### src/rtl/register_serial_tx_nbit_if.sv
// Handshake and serial-line bundle between a controller and the n-bit serial transmitter.
// Latency: none, wires only.
// Backpressure: the controller may assert load only while ready is high. Loads made while busy are dropped.
interface register_serial_tx_nbit_if #(
    parameter int N = 8
);
    logic [N-1:0] D;
    logic         load;
    logic         ready;
    logic         busy;
    logic         tx;
    logic         done;

    // Controller side: supplies the word and the load request, watches status and the line.
    modport master (
        output D,
        output load,
        input  ready,
        input  busy,
        input  tx,
        input  done
    );

    // Transmitter side.
    modport slave (
        input  D,
        input  load,
        output ready,
        output busy,
        output tx,
        output done
    );
endinterface

### src/rtl/register_serial_tx_nbit.sv
// Parallel-in, serial-out UART-style framer: start bit 0, N data bits LSB first, stop bit 1.
// Latency: tx goes low on the accepting edge; done pulses (N+2)*CLKS_PER_BIT cycles after acceptance.
// Backpressure: ready is low for the whole frame. A load seen while busy is dropped, not queued.
module register_serial_tx_nbit #(
    parameter int N            = 8,
    parameter int CLKS_PER_BIT = 4
) (
    input  logic                    clk,
    input  logic                    rst,
    register_serial_tx_nbit_if.slave bus
);
    localparam int CW = $clog2(CLKS_PER_BIT + 1);
    localparam int BW = $clog2(N + 1);
    localparam logic [CW-1:0] CNT_LAST = CW'(CLKS_PER_BIT - 1);
    localparam logic [BW-1:0] BIT_LAST = BW'(N - 1);

    typedef enum logic [1:0] {
        IDLE  = 2'd0,
        START = 2'd1,
        DATA  = 2'd2,
        STOP  = 2'd3
    } state_t;

    state_t        state_q, state_d;
    logic [N-1:0]  shift_q, shift_d;
    logic [CW-1:0] cnt_q, cnt_d;
    logic [BW-1:0] bit_q, bit_d;
    logic          tx_q, tx_d;
    logic          ready_q, ready_d;
    logic          busy_q, busy_d;
    logic          done_q, done_d;
    logic          period_end;

    // The last cycle of the current bit period.
    assign period_end = (cnt_q == CNT_LAST);

    // Next-state and next-output logic. Every output is computed one cycle ahead,
    // so tx and the status flags leave the block straight from flops.
    always_comb begin
        state_d = state_q;
        shift_d = shift_q;
        cnt_d   = cnt_q;
        bit_d   = bit_q;
        tx_d    = tx_q;
        ready_d = ready_q;
        busy_d  = busy_q;
        done_d  = 1'b0;

        case (state_q)
            IDLE: begin
                tx_d    = 1'b1;
                ready_d = 1'b1;
                busy_d  = 1'b0;
                if (bus.load) begin
                    shift_d = bus.D;
                    cnt_d   = '0;
                    bit_d   = '0;
                    state_d = START;
                    tx_d    = 1'b0;
                    ready_d = 1'b0;
                    busy_d  = 1'b1;
                end
            end
            START: begin
                if (period_end) begin
                    state_d = DATA;
                    cnt_d   = '0;
                    bit_d   = '0;
                    tx_d    = shift_q[0];
                end else begin
                    cnt_d = cnt_q + 1'b1;
                end
            end
            DATA: begin
                if (period_end) begin
                    cnt_d = '0;
                    if (bit_q == BIT_LAST) begin
                        state_d = STOP;
                        bit_d   = '0;
                        tx_d    = 1'b1;
                    end else begin
                        // Shift first so the next data bit is already in position 0 for tx.
                        shift_d = shift_q >> 1;
                        tx_d    = shift_d[0];
                        bit_d   = bit_q + 1'b1;
                    end
                end else begin
                    cnt_d = cnt_q + 1'b1;
                end
            end
            STOP: begin
                if (period_end) begin
                    state_d = IDLE;
                    cnt_d   = '0;
                    tx_d    = 1'b1;
                    ready_d = 1'b1;
                    busy_d  = 1'b0;
                    done_d  = 1'b1;
                end else begin
                    cnt_d = cnt_q + 1'b1;
                end
            end
            default: begin
                state_d = IDLE;
                cnt_d   = '0;
                bit_d   = '0;
                tx_d    = 1'b1;
                ready_d = 1'b1;
                busy_d  = 1'b0;
            end
        endcase
    end

    // State and output registers. Reset drops any frame in flight and parks the line high.
    always_ff @(posedge clk or negedge rst) begin
        if (!rst) begin
            state_q <= IDLE;
            shift_q <= '0;
            cnt_q   <= '0;
            bit_q   <= '0;
            tx_q    <= 1'b1;
            ready_q <= 1'b1;
            busy_q  <= 1'b0;
            done_q  <= 1'b0;
        end else begin
            state_q <= state_d;
            shift_q <= shift_d;
            cnt_q   <= cnt_d;
            bit_q   <= bit_d;
            tx_q    <= tx_d;
            ready_q <= ready_d;
            busy_q  <= busy_d;
            done_q  <= done_d;
        end
    end

    assign bus.tx    = tx_q;
    assign bus.ready = ready_q;
    assign bus.busy  = busy_q;
    assign bus.done  = done_q;
endmodule

### src/flat_wrapper.sv
// flat-port wrapper written by rule: the top's interface ports become plain ports
module register_serial_tx_nbit_flat 
#(
    parameter int N            = 8,
    parameter int CLKS_PER_BIT = 4
)
  (clk, rst, bus_D, bus_load, bus_ready, bus_busy, bus_tx, bus_done);
  register_serial_tx_nbit_if #(.N(N)) bus_i ();
  input  logic clk;
  input  logic rst;
  input wire logic [$bits(bus_i.D)-1:0] bus_D;
  input wire logic [$bits(bus_i.load)-1:0] bus_load;
  output wire logic [$bits(bus_i.ready)-1:0] bus_ready;
  output wire logic [$bits(bus_i.busy)-1:0] bus_busy;
  output wire logic [$bits(bus_i.tx)-1:0] bus_tx;
  output wire logic [$bits(bus_i.done)-1:0] bus_done;
  assign bus_i.D = bus_D;
  assign bus_i.load = bus_load;
  assign bus_ready = bus_i.ready;
  assign bus_busy = bus_i.busy;
  assign bus_tx = bus_i.tx;
  assign bus_done = bus_i.done;
  register_serial_tx_nbit #(.N(N), .CLKS_PER_BIT(CLKS_PER_BIT)) u_core (.clk(clk), .rst(rst), .bus(bus_i));
endmodule
### config.mk
export PLATFORM = sky130hd
export DESIGN_NAME = register_serial_tx_nbit_flat
export DESIGN_NICKNAME = d
export VERILOG_FILES = /design/src/rtl/register_serial_tx_nbit_if.sv /design/src/rtl/register_serial_tx_nbit.sv /design/src/flat_wrapper.sv
export SDC_FILE = /design/constraint.sdc
export NUM_CORES = 1
export LEC_CHECK = 0
export CAP_MARGIN = 15
export CELL_PAD_IN_SITES_DETAIL_PLACEMENT = 0
export CELL_PAD_IN_SITES_GLOBAL_PLACEMENT = 1
export CORE_MARGIN = 2
export CORE_UTILIZATION = 44
export CTS_BUF_LIST = sky130_fd_sc_hd__clkbuf_8
export CTS_CLUSTER_DIAMETER = 40
export CTS_CLUSTER_SIZE = 24
export DETAILED_ROUTE_END_ITERATION = 10
export PLACE_DENSITY_LB_ADDON = 0.1
export SYNTH_ARGS = -nofsm -noshare
export SYNTH_HDL_FRONTEND = slang
export SYNTH_SLANG_ARGS = --single-unit
### constraint.sdc
create_clock -name clk -period 2.2 [get_ports clk]
set_clock_uncertainty 0.2 [all_clocks]
set_input_delay 0.44 -clock clk [delete_from_list [all_inputs] [get_ports clk]]
set_output_delay 0.44 -clock clk [all_outputs]
set_load 0.05 [all_outputs]
---- Word level (Yosys, flattened, before mapping) ----
Index checks and enable logic that the tools add are counted.
word-level totals
  register bits ........................... 21
  word-level logic and storage cells ...... 61
cells by class
  mux-type cells .......................... 30
  equal/unequal tests ..................... 11
  reduce and logical (&&, ||, !) cells .... 10
  $add $sub $neg .......................... 2
operator list
  operator               count
  $mux W8                3
  $mux W4                4
  $pmux W8 S2            1
  $pmux W4 S3            1
  $mux W2                5
  $mux W1                9
  $ne A2 B1 Y1 const B   4
  $pmux W2 S4            1
  $reduce_and A4 Y1      2
  $mux W3                2
  $pmux W3 S2            1
  $reduce_and A5 Y1      1
  $add A4 B1 Y4 const B  1
  $eq A2 B2 Y1 const B   2
  $eq A4 B3 Y1 const B   1
  $ne A2 B2 Y1 const B   2
  $pmux W1 S2            2
  $pmux W1 S4            1
  $reduce_bool A2 Y1     2
  $add A3 B1 Y3 const B  1
  $eq A3 B2 Y1 const B   1
  $reduce_and A3 Y1      1
  $reduce_bool A3 Y1     1
  $reduce_or A3 Y1       1
  3 further kinds        3

---- Longest topological paths before layout ----
  word-level depth ........................ 4
  gate-level depth with buffers ........... 8

---- Worst setup path before layout ----
OpenSTA, ideal clock, no wires.
  path kind ............................... reg-to-reg
  from .................................... register u_core.state_q[0]
  to ...................................... register u_core.bit_q[3]
  path buffers ............................ 1
  setup slack ............................. 317 ps
  arrival ................................. 1561 ps
  required time ........................... 1878 ps
  cell stages (with the launch flop) ...... 8
  library setup time ...................... 122 ps
  period minus slack after synthesis ...... 1883 ps
  cells stage by stage .................... dfrtp_1 > inv_1 > ha_1 > buf_6 > nor2_1 > mux2i_1 > nor2_1 > a32o_1
on the way
  cells in the longest elaborated chain, start to end .. 3
ends and longest elaborated chain
  what                                                  RTL line                        text
  start, declared                                       register_serial_tx_nbit.sv:24   state_t state_q, state_d;
  start signal, assigned                                register_serial_tx_nbit.sv:126  state_q <= state_d;
  $eq A2 B2 Y1, or another cell as far along            register_serial_tx_nbit.sv:49   case (state_q)
  $ne A2 B1 Y1 (no line), or another cell as far along  n/a
  $reduce_and A4 Y1 (no line)                           n/a
  end signal, assigned                                  register_serial_tx_nbit.sv:129  bit_q <= bit_d;
  end, declared                                         register_serial_tx_nbit.sv:27   logic [BW-1:0] bit_q, bit_d;
Several ways; a longest one is shown, not always the timed one.
A chain may end at the register's enable or synchronous reset.

---- Worst setup path in the final report ----
  from .................................... register u_core.busy_q, in the netlist u_core.bus.busy
  to ...................................... output bus_busy
RTL lines
  what                    RTL line                        text
  start, declared         register_serial_tx_nbit.sv:30   logic busy_q, busy_d;
  start signal, assigned  register_serial_tx_nbit.sv:132  busy_q <= busy_d;
  end, declared           flat_wrapper.sv:14              output wire logic [$bits(bus_i.busy)-1:0] bus_busy;
No word-level cell between the ends.

==> flow_metrics.py <==
metrics = {
    "grt": {
        "grt_overflow": 0,
        "grt_pass1_wl_um": 3600,
        "grt_pass1_vias": 808,
        "grtUsageTotal_pct": 17.0,
        "grt_max_degree": 22,
        "antenna_found_initial": 0,
    },
    "worst_setup_path": {
        "worstSetupStartpoint": "u_core.bus.busy",
        "slowest_delay_ns": 0.81,
        "reg2reg_from": "u_core.state_q[0]",
        "worst_setup_path_end_kind": "output pin",
        "critPathKind": "reg2out",
        "crit_fanout": 3,
        "critical-path-top-delay-family": "buffers and inverters",
        "cp.depth": 1,
        "crit_arrival_ns": 1.43,
        "critical_path.cell_chain": "clkdlybuf4s50_1",
        "cp-start-kind": "flop",
        "crit_buf_inv": 1,
        "critPathSlowestCell": "clkdlybuf4s50_1",
        "critPathCapture": "bus_busy",
        "required_ns": 1.56,
        "worstReg2RegEnd": "u_core.bit_q[3]",
        "r2r_slack_ns": 0.14,
        "r2r.worst_path.cells": 8,
    },
    "detailed_routing": {
        "dr_total_vias": 852,
        "drc_errors": 0,
        "ant_nets": 0,
        "wl_per_cell_um": 13.0,
        "finalWirelength_um": 2090,
        "viasPerCell": 5.29,
        "dr.pass1.iters": 4,
        "drt_iter0_drc": 16,
    },
    "floorplanning": {
        "dieArea_um2": 3000,
        "placementRows": 18,
        "die_h_um": 54.7,
        "initial_core_util_pct": 46.1,
        "core_um2": 2450,
        "fp.dieW_um": 54.7,
        "io_pins": 15,
    },
    "clocking": {
        "ctsHoldBuffers": 0,
        "cts_resized": 0,
        "cts_buffers": 3,
        "clock_path_buffers": 2,
        "worstSkewPairLatency_ns": 0.26,
        "clk_pin_slew_worst_paths_ns": 0.07,
        "cts_tree": "yes",
        "clockRootBuffer": "clkbuf_8",
        "postCtsSetupBuffers": 0,
        "cts_sinks": 21,
        "htreeDepth": 1,
    },
    "timing": {
        "tightestPinTransition_ns": 0.489,
        "setup_viol": 0,
        "fmax_ghz": 0.482,
        "relSlewSlack_pct": 67.3,
        "slew_viol_final": 0,
        "rsz0062_at_grt": "false",
        "finalHoldViolations": 0,
        "tns_ns": 0,
        "period_minus_slack_ns": 2.07,
        "period_share_pct": 94.2,
    },
    "finish": {
        "fin_nets": 149,
        "fin_util_pct": 57.0,
        "n_antenna_cell": 0,
        "mostFrequentLayoutCell": "dfrtp_1",
        "layout_common_cells": "dfrtp_1, nor2_1, clkdlybuf4s50_1, buf_4, mux2i_1",
        "syn_to_final_growth_pct": 23.6,
        "drive_gt1_share_pct": 20.6,
        "final_area_um2": 1400,
    },
    "synthesis": {
        "ys_ff_latch": 21,
        "synth-edff-count": 0,
        "synth_nets": 125,
        "synthCells": 108,
        "seq_area_frac_synth_pct": 46.6,
        "ys_types": 35,
        "syn_area_per_cell_um2": 10.5,
        "synth_area_um2": 1130,
        "ys_warn_count": 0,
        "synthArstFlopShare_pct": 100,
        "yosys_most_used_dff": "dfrtp_1",
    },
    "power": {
        "powerDensity_nw_per_um2": 1490,
        "leakage_nw": 0.614,
        "ir_drop_uv": 939,
    },
    "hold_path": {
        "min_path_type": "reg2reg",
    },
    "placed_design": {
        "port-buffer-count": 14,
        "hpwl_um": 1540,
        "place.gp.congestion": 0.754,
        "placed_area_um2": 1340,
    },
    "job": {
        "maxCapViolations": 0,
    },
    "run_status": {
        "outcome": "finished clean",
    },
}
## worst register-to-register path, delay by kind of cell (launching register included)
| kind | cells | cell delay (ns) |
|---|---|---|
| compound gates | 3 | 0.54 |
| fa+ha+maj | 1 | 0.30 |
| buf+inv | 4 | 0.53 |
| flops | 1 | 0.40 |
## kinds of logic (layout without fill, tap and decap cells)
logic type	count (synthesis)	in the layout	synth area share (%)
AO/OA/AOI/OAI	28	28	18.7
multiplexers	11	11	9.83
adder cells (fa/ha/maj)	6	6	6.63
buffers and inverters	12	35	5.52
AND/OR/NAND/NOR	30	30	12.7
flip-flops	21	21	46.6
## sequential cells by signal (all words and copies together), names as in the netlist
name              cells
u_core.cnt_q          3
u_core.bus.done       1
u_core.bus.ready      1
u_core.bit_q          4
u_core.state_q        2
u_core.bus.busy       1
u_core.shift_q        8
u_core.bus.tx         1
## layout make-up
type	instances	area (um2)
Fill cell	216	1050
Multi-Input combinational cell	75	552
Sequential cell	21	528
Timing Repair Buffer	24	210
Clock buffer	3	41.3
Tap cell	30	37.5
Inverter	7	26.3
Clock inverter	1	5.00
## layer usage
layer,routed length (um),vias to the layer above,GRT usage (%)
met5,0,-,0
met4,10,0,3.75
met3,78,2,5.74
met2,1000,16,26.6
met1,994,407,22.8
li1,-,427,-
## synth_stat cells, types with 2 or more instances
master	n	share of area, %
a21oi_2	3	2.3
nor2_1	13	4.3
buf_6	2	2.0
nor3_1	2	0.88
ha_1	6	6.6
o21ai_0	4	1.8
o31ai_1	3	2.0
buf_2	2	0.88
a21oi_1	6	2.7
inv_1	7	2.3
nor2b_1	2	1.1
dfrtp_1	19	42
dfstp_2	2	4.6
nand2_1	7	2.3
mux2i_1	10	8.8
## worst min-delay path by stage
stage | cells after the start | end | start
finish | 2 | u_core.cnt_q[1] | u_core.cnt_q[1]
global route | 1 | u_core.cnt_q[0] | u_core.cnt_q[0]
CTS | 1 | u_core.cnt_q[0] | u_core.cnt_q[0]
detailed placement | 1 | u_core.cnt_q[0] | u_core.cnt_q[0]
global placement | 2 | u_core.cnt_q[1] | u_core.cnt_q[1]
floorplan | 0 | u_core.bit_q[0] | rst
## report_power, final
part / internal, mW / total [mW] / switching, mW
Combinational: 0.533 / 1.17 / 0.638
Sequential: 0.562 / 0.663 / 0.101
Clock: 0.126 / 0.249 / 0.123
## per-stage QoR
stage	power [mW]	hold WS, ns	std cells	setup slack, ns
2_1_floorplan	1.53	-0.0556	108	0.317
3_3_place_gp	1.80	0.269	157	0.146
3_5_place_dp	1.82	0.292	157	0.118
4_1_cts	2.08	0.309	161	0.104
5_1_grt	2.28	0.328	161	0.00106
6_report	2.08	0.304	161	0.127
Power figures use the tool's default switching activity.
